===== src/rtl/counter_scheduler_pkg.sv =====
// Shared definitions for the counter scheduler.
//   state_t   : FSM state encoding (IDLE=0, RUN=1, DONE=2)
//   DEF_NREQ  : default number of requesters
//   DEF_CW    : default counter width in bits
package counter_scheduler_pkg;

  typedef enum logic [1:0] {
    S_IDLE = 2'd0,
    S_RUN  = 2'd1,
    S_DONE = 2'd2
  } state_t;

  localparam int DEF_NREQ = 4;
  localparam int DEF_CW   = 4;

endpackage


===== src/rtl/counter_scheduler_rr_arbiter.sv =====
// Combinational round-robin arbiter.
// Scans req upward starting at ptr, wrapping at NREQ, and returns the first
// set bit as a one-hot winner (all zeros when req is zero).
// Ports:
//   req [NREQ-1:0] : request levels
//   ptr [PW-1:0]   : index with highest priority (always < NREQ)
//   win [NREQ-1:0] : one-hot winner
module rr_arbiter #(
  parameter int NREQ = 4,
  localparam int PW  = (NREQ > 1) ? $clog2(NREQ) : 1
) (
  input  logic [NREQ-1:0] req,
  input  logic [PW-1:0]   ptr,
  output logic [NREQ-1:0] win
);

  logic          found;
  logic [PW:0]   sum;
  logic [PW-1:0] idx;

  always_comb begin
    win   = '0;
    found = 1'b0;
    sum   = '0;
    idx   = '0;
    for (int i = 0; i < NREQ; i++) begin
      // One extra bit holds ptr+i before the modulo-NREQ fold.
      sum = {1'b0, ptr} + (PW + 1)'(i);
      if (sum >= (PW + 1)'(NREQ)) sum = sum - (PW + 1)'(NREQ);
      idx = sum[PW-1:0];
      if (!found && req[idx]) begin
        win[idx] = 1'b1;
        found    = 1'b1;
      end
    end
  end

endmodule


===== src/rtl/counter_scheduler.sv =====
// Time-shares one CW-bit interval counter between NREQ requesters.
// A requester holds req[i] with its run length on len[i*CW +: CW]; the block
// grants round-robin, counts 0..L-1 (L = len, or 2^CW when len is 0), then
// pulses done[i] for one cycle. Dropping req[i] during the run aborts it.
// Ports:
//   clock     : rising-edge clock
//   reset     : synchronous, active-high reset
//   req       : per-requester request levels, held for the whole run
//   len       : packed run lengths, requester i at [i*CW +: CW]
//   gnt       : one-hot grant, RUN entry through the DONE cycle
//   done      : one-hot one-cycle completion pulse (DONE state only)
//   busy      : high in RUN and DONE
//   count_out : counter value of the active run
//   state_dbg : current FSM state (state_t encoding)
//
// Handshake: a request is a level; it is accepted in the IDLE cycle in which
// it wins arbitration and must stay high until done is seen, otherwise the
// run is aborted without a done pulse.
module counter_scheduler
  import counter_scheduler_pkg::*;
#(
  parameter int NREQ = DEF_NREQ,
  parameter int CW   = DEF_CW,
  localparam int PW  = (NREQ > 1) ? $clog2(NREQ) : 1
) (
  input  logic               clock,
  input  logic               reset,
  input  logic [NREQ-1:0]    req,
  input  logic [NREQ*CW-1:0] len,
  output logic [NREQ-1:0]    gnt,
  output logic [NREQ-1:0]    done,
  output logic               busy,
  output logic [CW-1:0]      count_out,
  output logic [1:0]         state_dbg
);

  state_t        state;
  logic [CW-1:0] tlen;
  logic [PW-1:0] ptr;
  logic [PW-1:0] gidx;

  logic [NREQ-1:0] win;
  logic [PW-1:0]   win_idx;
  logic [CW-1:0]   win_len;
  logic [PW-1:0]   ptr_next;

  rr_arbiter #(.NREQ(NREQ)) u_arb (
    .req (req),
    .ptr (ptr),
    .win (win)
  );

  // Index and run length of the arbitration winner.
  always_comb begin
    win_idx = '0;
    win_len = '0;
    for (int i = 0; i < NREQ; i++) begin
      if (win[i]) begin
        win_idx = PW'(i);
        win_len = len[i*CW +: CW];
      end
    end
  end

  // Priority moves to the requester after the one just served.
  assign ptr_next = (gidx == PW'(NREQ - 1)) ? '0 : gidx + PW'(1);

  assign state_dbg = state;

  always_ff @(posedge clock) begin
    if (reset) begin
      state     <= S_IDLE;
      gnt       <= '0;
      done      <= '0;
      busy      <= 1'b0;
      count_out <= '0;
      tlen      <= '0;
      ptr       <= '0;
      gidx      <= '0;
    end else begin
      case (state)
        S_IDLE: begin
          done      <= '0;
          count_out <= '0;
          if (req != '0) begin
            state <= S_RUN;
            gnt   <= win;
            busy  <= 1'b1;
            tlen  <= win_len;
            gidx  <= win_idx;
          end else begin
            gnt  <= '0;
            busy <= 1'b0;
          end
        end

        S_RUN: begin
          if (!req[gidx]) begin
            // Abort takes priority over a completion in the same cycle.
            state     <= S_IDLE;
            gnt       <= '0;
            busy      <= 1'b0;
            count_out <= '0;
            ptr       <= ptr_next;
          end else if (count_out == tlen - CW'(1)) begin
            // tlen of 0 wraps to all ones, giving a full 2^CW-cycle run.
            state <= S_DONE;
            done  <= gnt;
          end else begin
            count_out <= count_out + CW'(1);
          end
        end

        S_DONE: begin
          state     <= S_IDLE;
          gnt       <= '0;
          done      <= '0;
          busy      <= 1'b0;
          count_out <= '0;
          ptr       <= ptr_next;
        end

        default: begin
          state     <= S_IDLE;
          gnt       <= '0;
          done      <= '0;
          busy      <= 1'b0;
          count_out <= '0;
        end
      endcase
    end
  end

endmodule


===== config.mk =====
export PLATFORM = sky130hd
export DESIGN_NAME = counter_scheduler
export DESIGN_NICKNAME = d
export VERILOG_FILES = /design/src/rtl/counter_scheduler_pkg.sv /design/src/rtl/counter_scheduler_rr_arbiter.sv /design/src/rtl/counter_scheduler.sv
export SDC_FILE = /design/constraint.sdc
export NUM_CORES = 1
export LEC_CHECK = 0
export CAP_MARGIN = 5
export CORE_MARGIN = 4
export CORE_UTILIZATION = 30
export CTS_CLUSTER_DIAMETER = 40
export CTS_CLUSTER_SIZE = 12
export DETAILED_ROUTE_END_ITERATION = 12
export PLACE_DENSITY = 0.6
export SYNTH_ARGS = -nofsm -noshare
export SYNTH_HDL_FRONTEND = slang
export SYNTH_SLANG_ARGS = --single-unit

===== constraint.sdc =====
create_clock -name clock -period 4.5 [get_ports clock]
set_clock_uncertainty 0.2 [all_clocks]
set_input_delay 0.675 -clock clock [delete_from_list [all_inputs] [get_ports clock]]
set_output_delay 0.675 -clock clock [all_outputs]
set_load 0.01 [all_outputs]

# ---- Yosys cells after proc, flatten, opt, wreduce, memory -nomap -nowiden
# Index checks and enable logic that the tools add are counted.
dict set report classes {
  n_addsub 10
  n_mul 0
  div 0
  magnitude_cmp 13
  n_eq_ne 7
  n_shift 0
  muxes 49
  bitwise_logic 5
  n_reduce_logical 19
}
# cell n
set ops {}
lappend ops {{4-bit 2-to-1 mux} 10}
lappend ops {{2-bit 2-to-1 mux} 11}
lappend ops {{2-bit by 3-bit less-than comparator with 1-bit output, second input constant} 5}
lappend ops {{1-bit 2-to-1 mux} 15}
lappend ops {{4-bit bitwise OR} 3}
lappend ops {{1-bit binary-select mux with 2-bit select} 5}
lappend ops {{3-bit >= comparator, second input constant} 3}
lappend ops {{1-bit demux with 2-bit select} 4}
lappend ops {{2-bit by 1-bit >= comparator with 1-bit output, second input constant} 4}
lappend ops {{2-bit case mux with 2 select lines} 2}
lappend ops {{4-bit case mux with 2 select lines} 1}
lappend ops {{2-bit AND reduction} 4}
lappend ops {{2-bit by 1-bit subtractor with 2-bit output, second input constant} 4}
lappend ops {{1-bit logical AND} 7}
lappend ops {{2-bit by 2-bit adder with 3-bit output, second input constant} 2}
lappend ops {{4-bit by 1-bit adder with 4-bit output, second input constant} 1}
lappend ops {{2-bit equality test, second input constant} 2}
lappend ops {{4-bit equality test} 1}
lappend ops {{2-bit inequality test, second input constant} 2}
lappend ops {{4-bit nonzero test} 1}
lappend ops {{4-bit by 1-bit subtractor with 4-bit output, second input constant} 1}
lappend ops {{2-bit by 1-bit adder with 3-bit output, second input constant} 1}
lappend ops {{2-bit by 3-bit >= comparator with 1-bit output, second input constant} 1}
lappend ops {{1-bit zero test} 3}
lappend ops {{9 further kinds} 10}
dict set report word_totals {
  regBits 23
  latchBits 0
  mem_bits_rw 0
  mem_bits_ro 0
  out_inout_bits 15
  n_memories 0
}

# ---- Logic depth before layout (Yosys ltp)
# Gate-level depths: netlist of the first run.
dict set report depth {
  depth_word 18
  ltp_mapped 10
  ltp_nobuf 8
}

# ---- Modules after synthesis
# A second synthesis of the first run with hierarchy kept.
dict set report hier_totals {
  hier_cells 170
  hier_area_um2 1577.8
}
# mod n_inst cells_each area_per_inst_um2 seq_area_each_um2
set modules_own_cells {}
lappend modules_own_cells {counter_scheduler 1 140 1275.0 460.4}
lappend modules_own_cells {rr_arbiter 1 30 302.8 0.0}

# ---- Worst setup path before layout of the first run
# Ideal clock, no wire load.
dict set report synth_timing {
  path_type {reg2reg}
  from {register ptr[0]}
  to {register tlen[0]}
  setup_ns 0.059
  t_arrival_ns 2.897
  t_required_ns 4.241
  path_slack_ns 1.344
  stages_incl_launch_ff 10
  path_buffers 1
  period_less_slack_ns 3.156
  path_cell_list {dfxtp_1 buf_6 inv_1 ha_1 mux4_1 nor3b_1 a2111o_1 or3b_4 nor4_4 a221o_1}
}
dict set report synth_between {
  elab_chain_len 18
  elab_cells_between_ends 63
}
# item line
set synth_lines {}
lappend synth_lines {{start, declared} counter_scheduler.sv:39} ;# logic [PW-1:0] ptr;
lappend synth_lines {{start signal, assigned} counter_scheduler.sv:104} ;# ptr <= ptr_next;
lappend synth_lines {{start signal, assigned} counter_scheduler.sv:120} ;# ptr <= ptr_next;
lappend synth_lines {{branches (longest 13 deep; another with 2-bit by 1-bit adder with 3-bit output)} n/a}
lappend synth_lines {{4-bit 2-to-1 mux (*)} counter_scheduler_rr_arbiter.sv:31} ;# if (!found && req[idx]) begin
lappend synth_lines {{4-bit 2-to-1 mux (3 in a row)} counter_scheduler.sv:58} ;# if (win[i]) begin
lappend synth_lines {{4-bit 2-to-1 mux (*)} counter_scheduler.sv:58}
lappend synth_lines {{end signal, assigned} counter_scheduler.sv:89} ;# tlen <= win_len;
lappend synth_lines {{end, declared} counter_scheduler.sv:38} ;# logic [CW-1:0] tlen;
# Every way passes the cells marked *. The select of a mux whose other input is x is not followed.
# A chain may end at the register's enable or synchronous reset.

# ---- Worst setup path after layout of the first run
dict set report layout_timing {
  from {register ptr[0]}
  to {register tlen[1]}
}
# The elaborated chain is that of the path after synthesis.

==> results of run 1 <==
-- placed cells by master, fill, tap and decap left out, drive strengths merged --
| cell type | count |
|---|---|
| o21ai | 10 |
| xor2 | 1 |
| nand4b | 4 |
| mux2i | 6 |
| nand3 | 1 |
| nor3 | 2 |
| ha | 12 |
| a22oi | 1 |
| nor4 | 3 |
| nand2 | 13 |
| or3 | 1 |
| and2 | 2 |
| a2bb2oi | 1 |
| a221oi | 1 |
| a22o | 3 |
| nor2 | 13 |
| a211oi | 2 |
| nand2b | 2 |
| and3b | 2 |
| xnor2 | 7 |
| inv | 8 |
| o21bai | 4 |
| dfxtp | 23 |
| nor4b | 1 |
| clkdlybuf4s50 | 36 |
| clkbuf | 3 |
| a21oi | 11 |
| a221o | 4 |
| clkinv | 1 |
| nor3b | 2 |
| mux4 | 5 |
| nand3b | 1 |
| a311oi | 5 |
| a2111o | 1 |
| or2b | 1 |
| and4bb | 1 |
| or3b | 1 |
| nor2b | 3 |
-- layer usage --
layer | vias to the layer above | wire (um)
met1 | 603 | 1750
met3 | 2 | 180
met4 | 0 | 19
met2 | 28 | 1580
met5 | - | 0
li1 | 683 | -
-- cell type report --
cell class	instances	area [um2]
Fill cell	515	2870
Multi-Input combinational cell	127	1030
Sequential cell	23	460
Timing Repair Buffer	36	360
Tap cell	67	83.8
Clock buffer	3	41.3
Inverter	8	30.0
Clock inverter	1	5.00
-- cells by family (layout without fill, tap and decap cells) --
logic type / Yosys count / count (layout) / share of synthesized area
AO/OA/AOI/OAI: 43 / 43 / 0.192
XOR/XNOR: 8 / 8 / 0.0451
adder cells (fa/ha/maj): 12 / 12 / 0.0967
buffers and inverters: 13 / 48 / 0.0411
flip-flops: 23 / 23 / 0.297
multiplexers: 11 / 11 / 0.118
AND/OR/NAND/NOR: 53 / 53 / 0.210
-- sequential cells by signal (all words and copies together) (netlist names) --
signal,count
state_dbg,2
ptr,2
gidx,2
count_out,4
tlen,4
gnt,4
done,4
busy,1
-- stage by stage --
step           setup slack (ns)   util  power [mW]  area [um2]
2_1_floorplan              1.34      -       0.615        1550
3_3_place_gp              0.909  0.402       0.720        1960
3_5_place_dp              0.896  0.402       0.719        1960
4_1_cts                   0.929  0.412       0.848        2010
5_1_grt                   0.662  0.412       0.913        2010
6_report                  0.967  0.412       0.840        2010
-- where the power goes --
group          total [mW]  switching [mW]  internal, mW
sequential          0.291          0.0487         0.243
combinational       0.421           0.212         0.209
clock               0.128          0.0663        0.0617
-- worst max-delay path: stages, from the launching register on --
cell	delay [ns]
dfxtp_1	0.58
inv_1	0.15
ha_1	0.35
mux4_1	0.68
nor3b_1	0.19
a2111o_1	0.47
or3b_4	0.44
nor4_4	0.24
a221o_1	0.19
-- final timing paths --
check | endpoint | depth (start not counted) | slack, ns
max | tlen[1]$_SDFFE_PP0P_ | 8 | 0.97
min | busy$_SDFFE_PP0N_ | 2 | 0.25
max reg2reg | tlen[1]$_SDFFE_PP0P_ | 8 | 0.97
min reg2reg | busy$_SDFFE_PP0N_ | 2 | 0.25
==> flow_summary.toml, run 1 <==
[run_status]
status = "completed"

[worst_setup_path]
cp_max_fo = 10
rr_startpoint = "ptr[0]$_SDFFE_PP0P_"
critPathRequiredTime_ns = 4.51
worst_ep_arrival_time_ns = 3.55
endpoint_kind = "register"
critPathKind = "reg -> reg"
setup.worst_path.start_class = "register"
crit_start = "ptr[0]$_SDFFE_PP0P_"

[routing]
wl_per_cell_um = 13.3
drtIter0Drc = 40
dr.pass1.iters = 4
finalWirelength_mm = 3.53
ant_nets = 0
vias = 1316
post_drt_via_cell_ratio = 4.97
drc = 0

[grt]
grt_overflow = 0
grt_max_degree = 17
grt_most_used_layer = "met2"
gr-usage-met3 = 0.0305
antenna_found_initial = 0
track_usage = 0.114
grt_pass1_wl_mm = 5.78
use_met2 = 0.190
use_met1 = 0.148
grt_pass1_vias = 1221

[timing]
fin_crit_sh = 0.785
period_needed_ns = 3.53
slew_headroom = 0.406
holdWs_ns = 0.249
slew_violations = 0
tightest_slew_ns = 0.883
tns_ns = 0
rsz0062_at_grt = "false"
setup_violations = 0
hold_viol_final = 0
clock.fmax_mhz = 283

[synthesis]
synth_nets = 197
async_reset_ff_frac = 0
synth-warning-count = 0
synth.most_common_cell = "dfxtp_1"
synth_edf_count = 0
synth.avg_cell_area_um2 = 9.53
ys_types = 43
synth_seq_area_share = 0.297
ys_ff_latch = 23
synth_top_cell_area_share = 0.297
ys_top_cells_by_area = "dfxtp_1, ha_1, mux4_1"
netlist_area_mm2 = 0.00155
syn_inst = 163
yosys-top-cells-count = "dfxtp_1, nand2_1, nor2_1, ha_1, a21oi_1"
synth_ff_type = "dfxtp_1"
yosysTopAreaCell = "dfxtp_1"

[power_and_ir_drop]
vdd_ir_drop_max_mv = 0.169
power_density_mw_per_mm2 = 418
p_leak_nw = 0.756

[floorplan]
die-area_mm2 = 0.00639
row_count = 25
start_util = 0.318
die_w_um = 79.9
ios = 37
core_mm2 = 0.00488
die_h_um = 79.9

[clock_tree]
htree_num_levels = 1
cts_buffers = 3
cts_tree = "built"
path_clk_slew_ns = 0.09
clk-insertion-delay-late_ns = 0.26
cts_buffer_depth = 2
cts-root-buf = "clkbuf_8"
holdBufCountCts = 0
cts_sinks = 23
ctsResizeCount = 0
cts_setup_buffers = 0

[place]
numPlacedInstances = 261
portBuffers = 36
dp_hpwl_mm = 2.82
gp_congestion = 0.764

[run]
timing.max_cap.violations = 0

[hold_path]
hp-class = "reg -> reg"
hold_path.startpoint = "busy$_SDFFE_PP0N_"

[cells_and_area]
syn2layout_area_growth_pct = 29.4
layout-drive-gt1-share = 0.0657
diodes = 0
stdcell_count = 265
finalNetCount = 233
No activity file was read; power rests on OpenSTA's default activity.
==> run 2: changes to the inputs <==
Clock period 4.5 ns to 3.5 ns, I/O delays scaled along.
==> run 2 against run 1 <==
  * Cell count rose by 3.0%
  * Flip-flop and latch count unchanged
  * Sequential share of layout area shrank 0.66 points
  * Critical endpoint is now tlen[2]$_SDFFE_PP0P_
  * Largest power group unchanged
  * Critical path depth up 1
  * Routed wire length grew 2.7%
  * Largest cell class unchanged
  * Highest routed layer unchanged
  * Utilization rose by 1.2 points
  * Fmax increased by 12%
==> flow_summary.toml, run 2 (synthesis results as in run 1) <==
[worst_setup_path]
critPathKind = "reg -> reg"
r2r-end = "tlen[2]$_SDFFE_PP0P_"
critPathRequiredTime_ns = 3.52
setup.worst_path.start_class = "register"
rr_worst_depth = 9
r2r_slack_ns = 0.34
cp_max_fo = 7
worst_ep_arrival_time_ns = 3.17
rr_startpoint = "ptr[1]$_SDFFE_PP0P_"
endpoint_kind = "register"

[power_and_ir_drop]
vdd_ir_drop_max_mv = 0.231
internal_power_uw = 695
switchingPower_uw = 432
switching_share = 0.384
clockPowerShare = 0.147
power_density_mw_per_mm2 = 545
comb_power_share = 0.532
p_leak_nw = 0.795
p_seq_frac = 0.321

[routing]
dr_wl_met3_um = 186
top_layer_used = "met4"
finalWirelength_mm = 3.63
drc = 0
ant_nets = 0
wl_per_cell_um = 13.3
vias = 1359
met2_length_mm = 1.65
met1_length_mm = 1.77
drtIter0Drc = 17
dr.pass1.iters = 4
post_drt_via_cell_ratio = 4.98

[timing]
rsz0062_at_grt = "false"
setup_violations = 0
slew_headroom = 0.641
slew_violations = 0
tightest_slew_ns = 0.537
period_needed_ns = 3.16
clock.fmax_mhz = 317
hold_viol_final = 0
fin_crit_sh = 0.902
tns_ns = 0

[floorplan]
ios = 37
start_util = 0.318
die_w_um = 79.9
core_mm2 = 0.00488
row_count = 25
die-area_mm2 = 0.00639
die_h_um = 79.9

[clock_tree]
cts-root-buf = "clkbuf_8"
cts_sinks = 23
cts_buffers = 3
cts_buffer_depth = 2
clk-insertion-delay-late_ns = 0.26
ctsResizeCount = 0
cts_tree = "built"
path_clk_slew_ns = 0.09
holdBufCountCts = 0
htree_num_levels = 1
cts_setup_buffers = 0

[hold_path]
hp-class = "reg -> reg"
holdPathEnd = "busy$_SDFFE_PP0N_"
hold_depth = 2
hold_path.startpoint = "busy$_SDFFE_PP0N_"

[place]
portBuffers = 36
dp_hpwl_mm = 2.94
gp_congestion = 0.775
placed_area_mm2 = 0.00202

[cells_and_area]
n_fill_cell = 523
final_common_cell = "clkdlybuf4s50_1"
design_area_mm2 = 0.00207
layout_common_cells = "clkdlybuf4s50_1, dfxtp_1, nand2_1, nor2_1, ha_1"
diodes = 0
final_core_util = 0.424
syn2layout_area_growth_pct = 33.3
layout-drive-gt1-share = 0.102
finalNetCount = 241

[grt]
grt_pass1_wl_mm = 6.27
antenna_found_initial = 0
track_usage = 0.122
grt_pass1_vias = 1353
grt_max_degree = 17
grt_overflow = 0

[run]
timing.max_cap.violations = 0

[run_status]
status = "completed"
[run 2: cell types whose count changed in the layout (fill, tap and decap cells not counted)]
cell   previous run  this run
buf_4             0         8
[run 2: metal layers]
layer  vias to the layer above  track usage
li1                        695            -
met1                       636        0.168
met2                        26        0.197
met3                         2       0.0293
met4                         0       0.0169
met5                         -            0
[run 2: worst max path at each step]
stage / slack (ns) / to / startpoint / cells after the start
4_1_cts: 0.34 / tlen[2]$_SDFFE_PP0P_ / ptr[1]$_SDFFE_PP0P_ / 9
5_1_grt: 0.05 / tlen[1]$_SDFFE_PP0P_ / ptr[1]$_SDFFE_PP0P_ / 9
3_5_place_dp: 0.12 / tlen[2]$_SDFFE_PP0P_ / req[0] / 8
3_3_place_gp: 0.15 / tlen[2]$_SDFFE_PP0P_ / req[2] / 7
2_1_floorplan: 0.34 / tlen[0]$_SDFFE_PP0P_ / ptr[0]$_SDFFE_PP0P_ / 9
6_report: 0.34 / tlen[2]$_SDFFE_PP0P_ / ptr[1]$_SDFFE_PP0P_ / 9
[run 2: stage by stage]
stage / cells / power, mW / worst slack [ns] / hold slack, ns
3_5_place_dp: 269 / 0.970 / 0.123 / 0.252
2_1_floorplan: 163 / 0.790 / 0.344 / 0.267
3_3_place_gp: 269 / 0.966 / 0.148 / 0.241
5_1_grt: 273 / 1.23 / 0.0524 / 0.283
4_1_cts: 273 / 1.14 / 0.341 / 0.261
6_report: 273 / 1.13 / 0.342 / 0.254
[run 2: layout make-up]
class | instances | area, um2 | area share
Clock buffer | 3 | 41.3 | 0.0200
Clock inverter | 1 | 5.00 | 0.00242
Inverter | 8 | 30.0 | 0.0145
Multi-Input combinational cell | 127 | 1030 | 0.497
Sequential cell | 23 | 460 | 0.222
Tap cell | 67 | 83.8 | 0.0405
Timing Repair Buffer | 44 | 420 | 0.203
[run 2: power groups by stage]
stage / Combinational (mW) / Clock [mW] / Sequential, mW
3_3_place_gp: 0.596 / 0 / 0.369
2_1_floorplan: 0.420 / 0 / 0.370
5_1_grt: 0.675 / 0.185 / 0.372
6_report: 0.600 / 0.165 / 0.362
3_5_place_dp: 0.602 / 0 / 0.369
4_1_cts: 0.605 / 0.171 / 0.363
[run 2: worst max-delay path, cell delays in order, from the launching register on]
cell	delay, ns
dfxtp_1	0.35
inv_1	0.08
ha_1	0.31
mux4_1	0.68
nor4b_2	0.50
a2111o_1	0.30
buf_4	0.15
nand4b_1	0.09
a311oi_1	0.30
a221o_1	0.14
